$ cat src/rtl/rom_scan_ctrl.sv
// rom_scan_ctrl: reads a burst of words from an 8x8 ROM and hands each
// word downstream over a valid/ready handshake.
//
// Ports:
//   clk        rising-edge clock
//   rst        asynchronous reset, active-high
//   start      burst request, sampled only in IDLE
//   base_addr  first ROM address of the burst
//   count      words to read (0 = no burst, values above 8 clamp to 8)
//   rom_data   word returned by the ROM for addr
//   out_ready  downstream accepts out_data
//   addr       registered ROM address
//   CS         ROM chip select, active-low
//   out_data   captured ROM word
//   out_valid  out_data is valid
//   busy       FSM is not idle
//   done       one-cycle pulse after the last word is accepted
//   checksum   XOR of the words accepted in this burst
//              (present only when ROM_SCAN_CHECKSUM_EN is defined)
//
// Optional feature macro: ROM_SCAN_CHECKSUM_EN

module rom_scan_ctrl (
    input  logic       clk,
    input  logic       rst,
    input  logic       start,
    input  logic [2:0] base_addr,
    input  logic [3:0] count,
    input  logic [7:0] rom_data,
    input  logic       out_ready,
    output logic [2:0] addr,
    output logic       CS,
    output logic [7:0] out_data,
    output logic       out_valid,
    output logic       busy,
`ifdef ROM_SCAN_CHECKSUM_EN
    output logic [7:0] checksum,
`endif
    output logic       done
);

    typedef enum logic [1:0] {
        IDLE  = 2'd0,
        FETCH = 2'd1,
        SEND  = 2'd2,
        DONE  = 2'd3
    } state_t;

    state_t     state_q, state_d;
    logic [2:0] addr_q, addr_d;
    logic [3:0] rem_q, rem_d;
    logic [7:0] data_q, data_d;

    logic accept;
    logic hshake;

    assign accept = (state_q == IDLE) && start && (count != 4'd0);
    assign hshake = (state_q == SEND) && out_ready;

    always_ff @(posedge clk or posedge rst) begin
        if (rst) begin
            state_q <= IDLE;
            addr_q  <= 3'd0;
            rem_q   <= 4'd0;
            data_q  <= 8'd0;
        end else begin
            state_q <= state_d;
            addr_q  <= addr_d;
            rem_q   <= rem_d;
            data_q  <= data_d;
        end
    end

    always_comb begin
        state_d   = state_q;
        addr_d    = addr_q;
        rem_d     = rem_q;
        data_d    = data_q;
        CS        = 1'b1;
        out_valid = 1'b0;
        busy      = 1'b1;
        done      = 1'b0;

        unique case (state_q)
            IDLE: begin
                busy = 1'b0;
                if (accept) begin
                    addr_d  = base_addr;
                    rem_d   = (count > 4'd8) ? 4'd8 : count;
                    state_d = FETCH;
                end
            end
            FETCH: begin
                CS      = 1'b0;
                data_d  = rom_data;
                state_d = SEND;
            end
            SEND: begin
                CS        = 1'b0;
                out_valid = 1'b1;
                if (hshake) begin
                    if (rem_q == 4'd1) begin
                        rem_d   = 4'd0;
                        state_d = DONE;
                    end else begin
                        // 3-bit add wraps 7 -> 0 naturally
                        rem_d   = rem_q - 4'd1;
                        addr_d  = addr_q + 3'd1;
                        state_d = FETCH;
                    end
                end
            end
            DONE: begin
                done    = 1'b1;
                state_d = IDLE;
            end
            default: state_d = IDLE;
        endcase
    end

    assign addr     = addr_q;
    assign out_data = data_q;

`ifdef ROM_SCAN_CHECKSUM_EN
    logic [7:0] csum_q, csum_d;

    always_comb begin
        csum_d = csum_q;
        if (accept) begin
            csum_d = 8'd0;
        end else if (hshake) begin
            csum_d = csum_q ^ data_q;
        end
    end

    always_ff @(posedge clk or posedge rst) begin
        if (rst) begin
            csum_q <= 8'd0;
        end else begin
            csum_q <= csum_d;
        end
    end

    assign checksum = csum_q;
`endif

endmodule

$ cat config.mk
export PLATFORM = sky130hd
export DESIGN_NAME = rom_scan_ctrl
export DESIGN_NICKNAME = d
export VERILOG_FILES = /design/src/rtl/rom_scan_ctrl.sv
export SDC_FILE = /design/constraint.sdc
export NUM_CORES = 1
export LEC_CHECK = 0
export CELL_PAD_IN_SITES_DETAIL_PLACEMENT = 1
export CELL_PAD_IN_SITES_GLOBAL_PLACEMENT = 1
export CORE_MARGIN = 8
export CORE_UTILIZATION = 33
export CTS_CLUSTER_SIZE = 20
export DETAILED_ROUTE_END_ITERATION = 7
export PLACE_DENSITY = 0.76
export SLEW_MARGIN = 10
export SYNTH_ARGS = -nofsm -noshare
export SYNTH_HDL_FRONTEND = slang
export SYNTH_SLANG_ARGS = --single-unit
$ cat constraint.sdc
create_clock -name clk -period 2 [get_ports clk]
set_clock_uncertainty 0.1 [all_clocks]
set_input_delay 0.3 -clock clk [delete_from_list [all_inputs] [get_ports clk]]
set_output_delay 0.3 -clock clk [all_outputs]
set_load 0.1 [all_outputs]
# After elaboration in Yosys (flattened, before gate mapping)
# Index checks and enable logic that the tools add are counted.
# totals
regBits,17
out_inout_bits,15
input_bits,19
# classes
order_cmp,1
add_sub_neg,2
eq_ne,7
n_reduce_logical,10
muxes,17
# ops
cell,count
4-bit two-way mux,4
3-bit two-way mux,3
2-bit case mux with 4 select lines,1
4-bit case mux with 2 select lines,1
2-bit two-way mux,3
2-bit inequality test (second input constant),3
3-bit case mux with 2 select lines,1
2-bit == test (second input constant),2
4-bit by 1-bit == test with 1-bit output (second input constant),1
4-bit greater-than comparator (second input constant),1
1-bit two-way mux,4
4-bit AND reduction,1
4-bit nonzero test,1
4-bit by 1-bit subtractor with 4-bit output (second input constant),1
3-bit by 1-bit adder with 3-bit output (second input constant),1
1-bit logical AND,3
3-bit AND reduction,1
2-bit by 1-bit == test with 1-bit output (second input constant),1
2-bit logical NOT,1
2-bit AND reduction,1
2-bit nonzero test,1
2-bit OR reduction,1

# Depth between registers and ports, before layout
# Gate-level depths: netlist of the first run.
# logic_depth
ltp_word,5
ltp_mapped,7
depth_no_buf,6

# Least setup slack after synthesis of the first run
# Ideal clock, no wire load.
# synth_timing
kind,register -> register
start,register state_q[0]
end,register rem_q[3]
t_arrival_ns,2.396
path_slack_ns,-0.561
stages_incl_launch_ff,7
setup_ns,0.066
path_cell_list,dfrtp_1 -> inv_1 -> ha_1 -> inv_2 -> or4_4 -> o32ai_2 -> a22o_1
# synth_via
elab_chain_len,5
word_cells_on_any_way,10
cone_classes,eq/ne: 3; mux: 1; reduce/logical: 6
# synth_rtl
item,line,rtl
from (decl),49,"state_t state_q, state_d;"
from (signal assigned),67,state_q <= state_d;
2-bit logical NOT,"57, 84",
1-bit logical AND (2 in a row),57,assign accept = (state_q == IDLE) && start && (count != 4'd0);
2-bit inequality test (no line),--,
3-bit AND reduction (no line),--,
to (signal assigned),69,rem_q <= rem_d;
to (decl),51,"logic [3:0] rem_q, rem_d;"
# Parallel ways exist; a longest one is shown, timed or not.
# A chain may end at the register's enable or synchronous reset.

# Final worst setup path of the first run
# layout_timing
start,register state_q[1]
end,"register addr_q[0], in the netlist addr[0]"
# layout_via
elab_chain_len,5
word_cells_on_any_way,11
cone_classes,eq/ne: 4; mux: 1; reduce/logical: 6
# layout_rtl
item,line,rtl
2-bit logical NOT,"57, 84",
1-bit logical AND (2 in a row),57,
2-bit inequality test (no line),--,
4-bit AND reduction (no line),--,
to (signal assigned),68,addr_q <= addr_d;
to (decl),50,"logic [2:0] addr_q, addr_d;"
# Parallel ways exist; a longest one is shown, timed or not.

==> results_dict.tcl, run 1 <==
set metrics [dict create \
    rsz0062_at_grt "no" \
    die_w_um 70.2 \
    start_util_pct 34.9 \
    wire_per_inst_um 16.6 \
    fmax_mhz 541 \
    synth_xor_area_share_pct 0 \
    synthAdderAreaFrac_pct 10.3 \
    tritoncts "built" \
    dr.first_iter.drc_count 33 \
    yosysSeqAreaShare_pct 43.9 \
    worst_ep_arrival_time_ns 1.96 \
    ys_types 33 \
    ant_nets 0 \
    post_dp_cell_area_sq_um 1390 \
    hold_violations 0 \
    worstPathRequired_ns 2.11 \
    maxCapViolations 0 \
    grt_pass1_vias 937 \
    clkTransAtPathRegs_ns 0.10 \
    final_cells 161 \
    track_usage_pct 11.3 \
    path_buf_inv 1 \
    core_sq_um 2780 \
    drc 0 \
    synth_nets 117 \
    crit_type "flop to flop" \
    finalCritPeriodShare_pct 92.5 \
    die_height_um 70.2 \
    grt_pass1_wl_mm 4.58 \
    clock_path_buffers 2 \
    dieArea_sq_um 4930 \
    post-place-cells 157 \
    worst_path_max_delay_cell "dfrtp_1" \
    clock_sink_count 17 \
    synth.cell_area_sq_um 970 \
    drv_slew 0 \
    antenna_found_initial 0 \
    synth.avg_cell_area_sq_um 10.8 \
    cts-buffers-inserted 3 \
    cts_root_buffer "clkbuf_4" \
    yosysWarnings 0 \
    synth_compound_area_share_pct 18.6 \
    synth_seq_cells 17 \
    vias 823 \
    final.min_clock_period_ns 1.85 \
    drt_first_pass_iters 4 \
    yosys.area.top_type "dfrtp_1" \
    drive_above_1_share_pct 25.4 \
    cp-start-kind "flop" \
    detail_route.vias_per_cell 5.11 \
    yosysTopAreaCellShare_pct 43.9 \
    critPathMaxFanout 6 \
    htree_levels 1 \
    grt_max_degree 18 \
    area_delta_synth_final_pct 47.2 \
    place_congestion 0.763 \
    place_hpwl_mm 2.23 \
    synth_mux_area_share_pct 10.5 \
    fin_area_sq_um 1430 \
    diodes 0 \
    io_pins 34 \
    whs_ns 0.296 \
    clk_latency_ns 0.28 \
    hp-class "input pin to async pin" \
    postCtsHoldBufs 0 \
    timing.critical_path.cells "inv_1, ha_2, nor2_1, a211oi_4, a21boi_1, a2bb2oi_1" \
    slowest_delay_ns 0.47 \
    tightest_slew_ns 0.647 \
    port_buffers 33 \
    outcome "complete, no violations" \
    synth_top_family_by_area "compound AO/OA/AOI/OAI gates" \
    rows 19 \
    path_delay_family "compound AO/OA/AOI/OAI gates" \
    grt_overflow_total 0 \
    slew-limit-headroom_pct 56.8 \
    netlist_top_cells_area "dfrtp_1 44%, mux2_1 10%, ha_1 10%, a21oi_1 3.6%, inv_1 2.7%" \
    netlist_instances 90 \
    routed_wl_mm 2.67 \
    finalSetupViolCount 0 \
    post-route-util_pct 51.3 \
    cp-end-kind "flop" \
    synthSimpleGateAreaFrac_pct 11.5 \
    final_nets 158 \
]
==> final timing paths <==
path	start	to	slack [ns]	cells past startpoint
min in group clk	out_data[1]$_DFFE_PP0N_	out_data[1]$_DFFE_PP0N_	0.40	1
max reg2reg	state_q[1]$_DFFE_PP0P_	addr[0]$_DFFE_PP0P_	0.15	6
min	rst	out_data[1]$_DFFE_PP0N_	0.30	2
min reg2reg	out_data[1]$_DFFE_PP0N_	out_data[1]$_DFFE_PP0N_	0.40	1
max in group asynchronous	rst	rem_q[1]$_DFFE_PP0P_	1.09	2
max	state_q[1]$_DFFE_PP0P_	addr[0]$_DFFE_PP0P_	0.15	6
==> routing by layer <==
layer	vias up	part of all wire, %	GRT usage (%)
met3	2	2.8	2.82
met5	-	0	0
li1	399	-	-
met4	0	1.1	3.35
met2	14	58	21.7
met1	408	38	11.5
==> placed cells by master (no fill, tap or decap) <==
cell / n
o21ai_1: 4
nor2b_1: 2
nand2_1: 1
clkdlybuf4s50_1: 18
inv_1: 7
buf_12: 4
dfrtp_1: 17
a21o_1: 1
mux2_1: 9
buf_4: 17
ha_4: 1
and2_1: 1
a21oi_1: 7
o21ai_0: 3
inv_2: 2
ha_1: 6
o32a_1: 1
clkbuf_1: 1
a21boi_1: 1
or4_4: 1
a2bb2oi_1: 1
nand4_1: 1
a211oi_4: 1
ha_2: 1
o32ai_2: 1
nand3_1: 2
nor2_1: 5
a31oi_1: 1
or3b_1: 1
a22o_1: 1
nor3_1: 2
nor3b_1: 2
clkbuf_4: 3
nor2b_2: 1
o41ai_2: 1
o21a_1: 1
a32oi_1: 1
==> synthesized netlist by cell type <==
library cell   count
o21ai_0            3
dlygate4sd1_1      1
a21boi_1           1
inv_1              7
buf_2              1
a31oi_1            1
a22o_1             1
mux2_1             9
a2bb2oi_1          1
o21ai_1            4
and2_1             1
o32a_1             1
o21a_1             1
nor2_1             5
a211oi_2           1
nand3_1            2
nor2b_2            1
or4_4              1
nor3b_1            2
ha_1               8
a21o_1             1
o41ai_2            1
or3b_1             1
a32oi_1            1
a21oi_1            7
nor2b_1            2
nand4_1            1
inv_2              2
clkbuf_1           1
nor3_1             2
dfrtp_1           17
o32ai_2            1
nand2_1            1
==> cells by family after synthesis <==
logic type / after synthesis
buf+inv: 12
simple gates: 19
fa+ha+maj: 8
flops: 17
compound gates: 25
mux: 9
==> area by class of cell <==
class                           instances  area, sq um
Timing Repair Buffer                   39          388
Fill cell                             308         1350
Inverter                                9         33.8
Tap cell                               31         38.8
Sequential cell                        17          425
Multi-Input combinational cell         61          515
Clock buffer                            4         26.3
==> stage by stage <==
| step | setup slack [ns] | TNS, ns |
|---|---|---|
| CTS | 0.0764 | 0 |
| finish | 0.151 | 0 |
| global placement | 0.0430 | 0 |
| global route | 0.0294 | 0 |
| floorplan | 0.00114 | 0 |
| detailed placement | -0.0199 | -0.0233 |
==> registers in the layout (all words and copies together), names as in the netlist <==
signal and flops:
out_data 8, rem_q 4, addr 3, state_q 2
==> worst register-to-register path, stage by stage (launching register included) <==
cell and delay, ns:
dfrtp_1 0.47, inv_1 0.14, ha_2 0.25, nor2_1 0.09, a211oi_4 0.28, a21boi_1 0.28, a2bb2oi_1 0.18
==> what timing repair did <==
item / 4_1_cts / 5_1_grt
endpoints found under the hold margin: 0 / 0
setup buffers: 0 / 0
gates resized for setup: 0 / 2
endpoints found under the setup margin: 0 / 4
Power of run 1 is left out: the tool's default activity adds up to more than one toggle a clock period on the data nets, which glitch-free logic cannot reach.
==> run 2: changes to the inputs <==
--- a/config.mk
+++ b/config.mk
@@ -9,6 +9,7 @@
 export CELL_PAD_IN_SITES_GLOBAL_PLACEMENT = 1
 export CORE_MARGIN = 8
 export CORE_UTILIZATION = 33
+export CTS_CLUSTER_DIAMETER = 150
 export CTS_CLUSTER_SIZE = 20
 export DETAILED_ROUTE_END_ITERATION = 7
 export PLACE_DENSITY = 0.76
==> results of run 2 <==
No change in the layout: final DEF, timing and power equal those of run 1.
Power of run 2 is left out for the same reason.
==> run 3: changes to the inputs <==
--- a/config.mk
+++ b/config.mk
@@ -5,10 +5,11 @@
 export SDC_FILE = /design/constraint.sdc
 export NUM_CORES = 1
 export LEC_CHECK = 0
+export ABC_AREA = 1
 export CELL_PAD_IN_SITES_DETAIL_PLACEMENT = 1
 export CELL_PAD_IN_SITES_GLOBAL_PLACEMENT = 1
 export CORE_MARGIN = 8
-export CORE_UTILIZATION = 33
+export CORE_UTILIZATION = 32
 export CTS_CLUSTER_DIAMETER = 150
 export CTS_CLUSTER_SIZE = 20
 export DETAILED_ROUTE_END_ITERATION = 7
==> results_dict.tcl, run 3 <==
set metrics [dict create \
    synth_seq_cells 17 \
    core_sq_um 3030 \
    die_w_um 72 \
    yosysTopAreaCellShare_pct 42.4 \
    cts_setup_buffers 0 \
    ant_nets 0 \
    cts_resized 0 \
    synth.most_common_cell "nand2_1" \
    io_pins 34 \
    tritoncts "built" \
    grt_overflow_total 0 \
    drt_first_pass_iters 4 \
    timing.critical_path.cells "inv_1, ha_2, clkinvlp_4, buf_12" \
    synthFlopType "dfrtp_1" \
    yosysWarnings 0 \
    ff2ff_path_depth 7 \
    yosysSeqAreaShare_pct 42.4 \
    final_nets 182 \
    netlist_top_cells_area "dfrtp_1 42%, nand2_1 15%, ha_1 10%, mux2_2 9.0%, inv_1 4.5%" \
    finalSetupViolCount 0 \
    diodes 0 \
    place_congestion 0.806 \
    slowest_delay_ns 0.43 \
    postCtsHoldBufs 0 \
    grt_pass1_wl_mm 4.72 \
    routed_wl_mm 2.71 \
    synth_nets 146 \
    critPathMaxFanout 4 \
    cts_root_buffer "clkbuf_4" \
    worstPathRequired_ns 1.60 \
    dieArea_sq_um 5180 \
    synth.avg_cell_area_sq_um 8.43 \
    slew-limit-headroom_pct 75.7 \
    die_height_um 72 \
    r2r-start "state_q[0]$_DFFE_PP0P_" \
    wire_per_inst_um 13.7 \
    clock_sink_count 17 \
    cp-end-kind "primary output" \
    drv_slew 0 \
    worst_ep_arrival_time_ns 1.43 \
    detail_route.vias_per_cell 4.63 \
    rsz0062_at_grt "no" \
    async_flop_share_pct 100 \
    drc 0 \
    tightest_slew_ns 0.364 \
    hold_violations 0 \
    reg2reg_to "state_q[0]$_DFFE_PP0P_" \
    vias 917 \
    finalCritPeriodShare_pct 91.6 \
    grt_max_degree 18 \
    synth_commonest_cells "41 x nand2_1, 17 x dfrtp_1, 12 x inv_1" \
    hp-class "input pin to async pin" \
    yosys.area.top_type "dfrtp_1" \
    clkTransAtPathRegs_ns 0.11 \
    clock_path_buffers 2 \
    drive_above_1_share_pct 24.7 \
    synth-edff-count 0 \
    port_buffers 33 \
    r2r_setup_slack_ns 0.17 \
    rows 20 \
    final.min_clock_period_ns 1.83 \
    netlist_instances 119 \
    fmax_mhz 546 \
    cts-buffers-inserted 3 \
    fillers 363 \
    grt_pass1_vias 1009 \
    largest_register_ffs 8 \
    place_hpwl_mm 2.28 \
    track_usage_pct 11.4 \
    crit_type "flop to primary output" \
    synth.cell_area_sq_um 1000 \
    clk_latency_ns 0.29 \
    antenna_found_initial 0 \
    worst_path_max_delay_cell "dfrtp_1" \
    layout_common_cells "40 x nand2_1, 18 x clkdlybuf4s50_1, 17 x dfrtp_1" \
    final_common_cell "nand2_1" \
    maxCapViolations 0 \
    area_delta_synth_final_pct 42.4 \
    htree_levels 1 \
    ys_types 18 \
    dr.first_iter.drc_count 35 \
    setup_tns_ns 0 \
    start_util_pct 33.1 \
    outcome "complete, no violations" \
    cp-start-kind "flop" \
]
## run 3: cell count changes in the layout (fill, tap and decap cells not counted), moves of 3 or more
cell / change
o21ai_1: -4
nand3_1: +6
mux2_1: -9
buf_4: -5
mux2_2: +8
nand4_1: +3
inv_1: +4
nand2_1: +39
a21oi_1: -6
## run 3: worst max-delay path by stage
stage / start / slack, ns / to / cells past startpoint
after floorplan: state_q[0]$_DFFE_PP0P_ / 0.02 / addr[0]$_DFFE_PP0P_ / 9
after global placement: state_q[0]$_DFFE_PP0P_ / 0.22 / rem_q[2]$_DFFE_PP0P_ / 8
after detailed placement: state_q[0]$_DFFE_PP0P_ / 0.10 / rem_q[2]$_DFFE_PP0P_ / 8
after CTS: state_q[0]$_DFFE_PP0P_ / 0.07 / state_q[0]$_DFFE_PP0P_ / 7
after global routing: state_q[0]$_DFFE_PP0P_ / 0.04 / busy / 4
final: state_q[1]$_DFFE_PP0P_ / 0.17 / busy / 4
## run 3: cells by family (layout without fill, tap and decap cells)
logic type,after synthesis,after routing,synth area share [%]
multiplexers,8,8,8.98
flip-flops,17,17,42.4
AO/OA/AOI/OAI,7,7,3.86
adder cells (fa/ha/maj),8,8,9.98
buffers and inverters,16,51,6.98
XOR/XNOR,1,1,0.873
AND/OR/NAND/NOR,62,62,26.9
## run 3: area by class of cell
| cell class | count | area [sq um] | share of cell area (%) |
|---|---|---|---|
| Sequential cell | 17 | 425 | 29.8 |
| Clock buffer | 3 | 22.5 | 1.58 |
| Tap cell | 44 | 55.1 | 3.85 |
| Inverter | 13 | 52.6 | 3.68 |
| Multi-Input combinational cell | 86 | 518 | 36.3 |
| Clock inverter | 1 | 5.00 | 0.350 |
| Timing Repair Buffer | 34 | 350 | 24.5 |
## run 3: critical path: cells and delay by family (launching register included)
kind / cells / cell delay (ns)
fa+ha+maj: 1 / 0.26
flops: 1 / 0.43
buf+inv: 3 / 0.45
## run 3: per-layer routing
layer | part of all wire, % | vias to the layer above | GRT usage [%]
li1 | - | 448 | -
met1 | 45 | 439 | 13.4
met4 | 2.4 | 0 | 4.99
met2 | 49 | 26 | 19.5
met5 | 0 | - | 0
met3 | 3.9 | 4 | 2.20
## run 3: through the flow
stage / cells / hold WS [ns] / worst slack (ns) / area, sq um / utilization [%]
after floorplan: 119 / 0.126 / 0.0173 / 1010 / -
after detailed placement: 194 / 0.399 / 0.105 / 1400 / 46.2
after global placement: 194 / 0.384 / 0.216 / 1400 / 46.2
final: 198 / 0.211 / 0.168 / 1430 / 47.2
after CTS: 198 / 0.226 / 0.0729 / 1430 / 47.1
after global routing: 198 / 0.237 / 0.0364 / 1430 / 47.2
Power of run 3 is left out for the same reason.
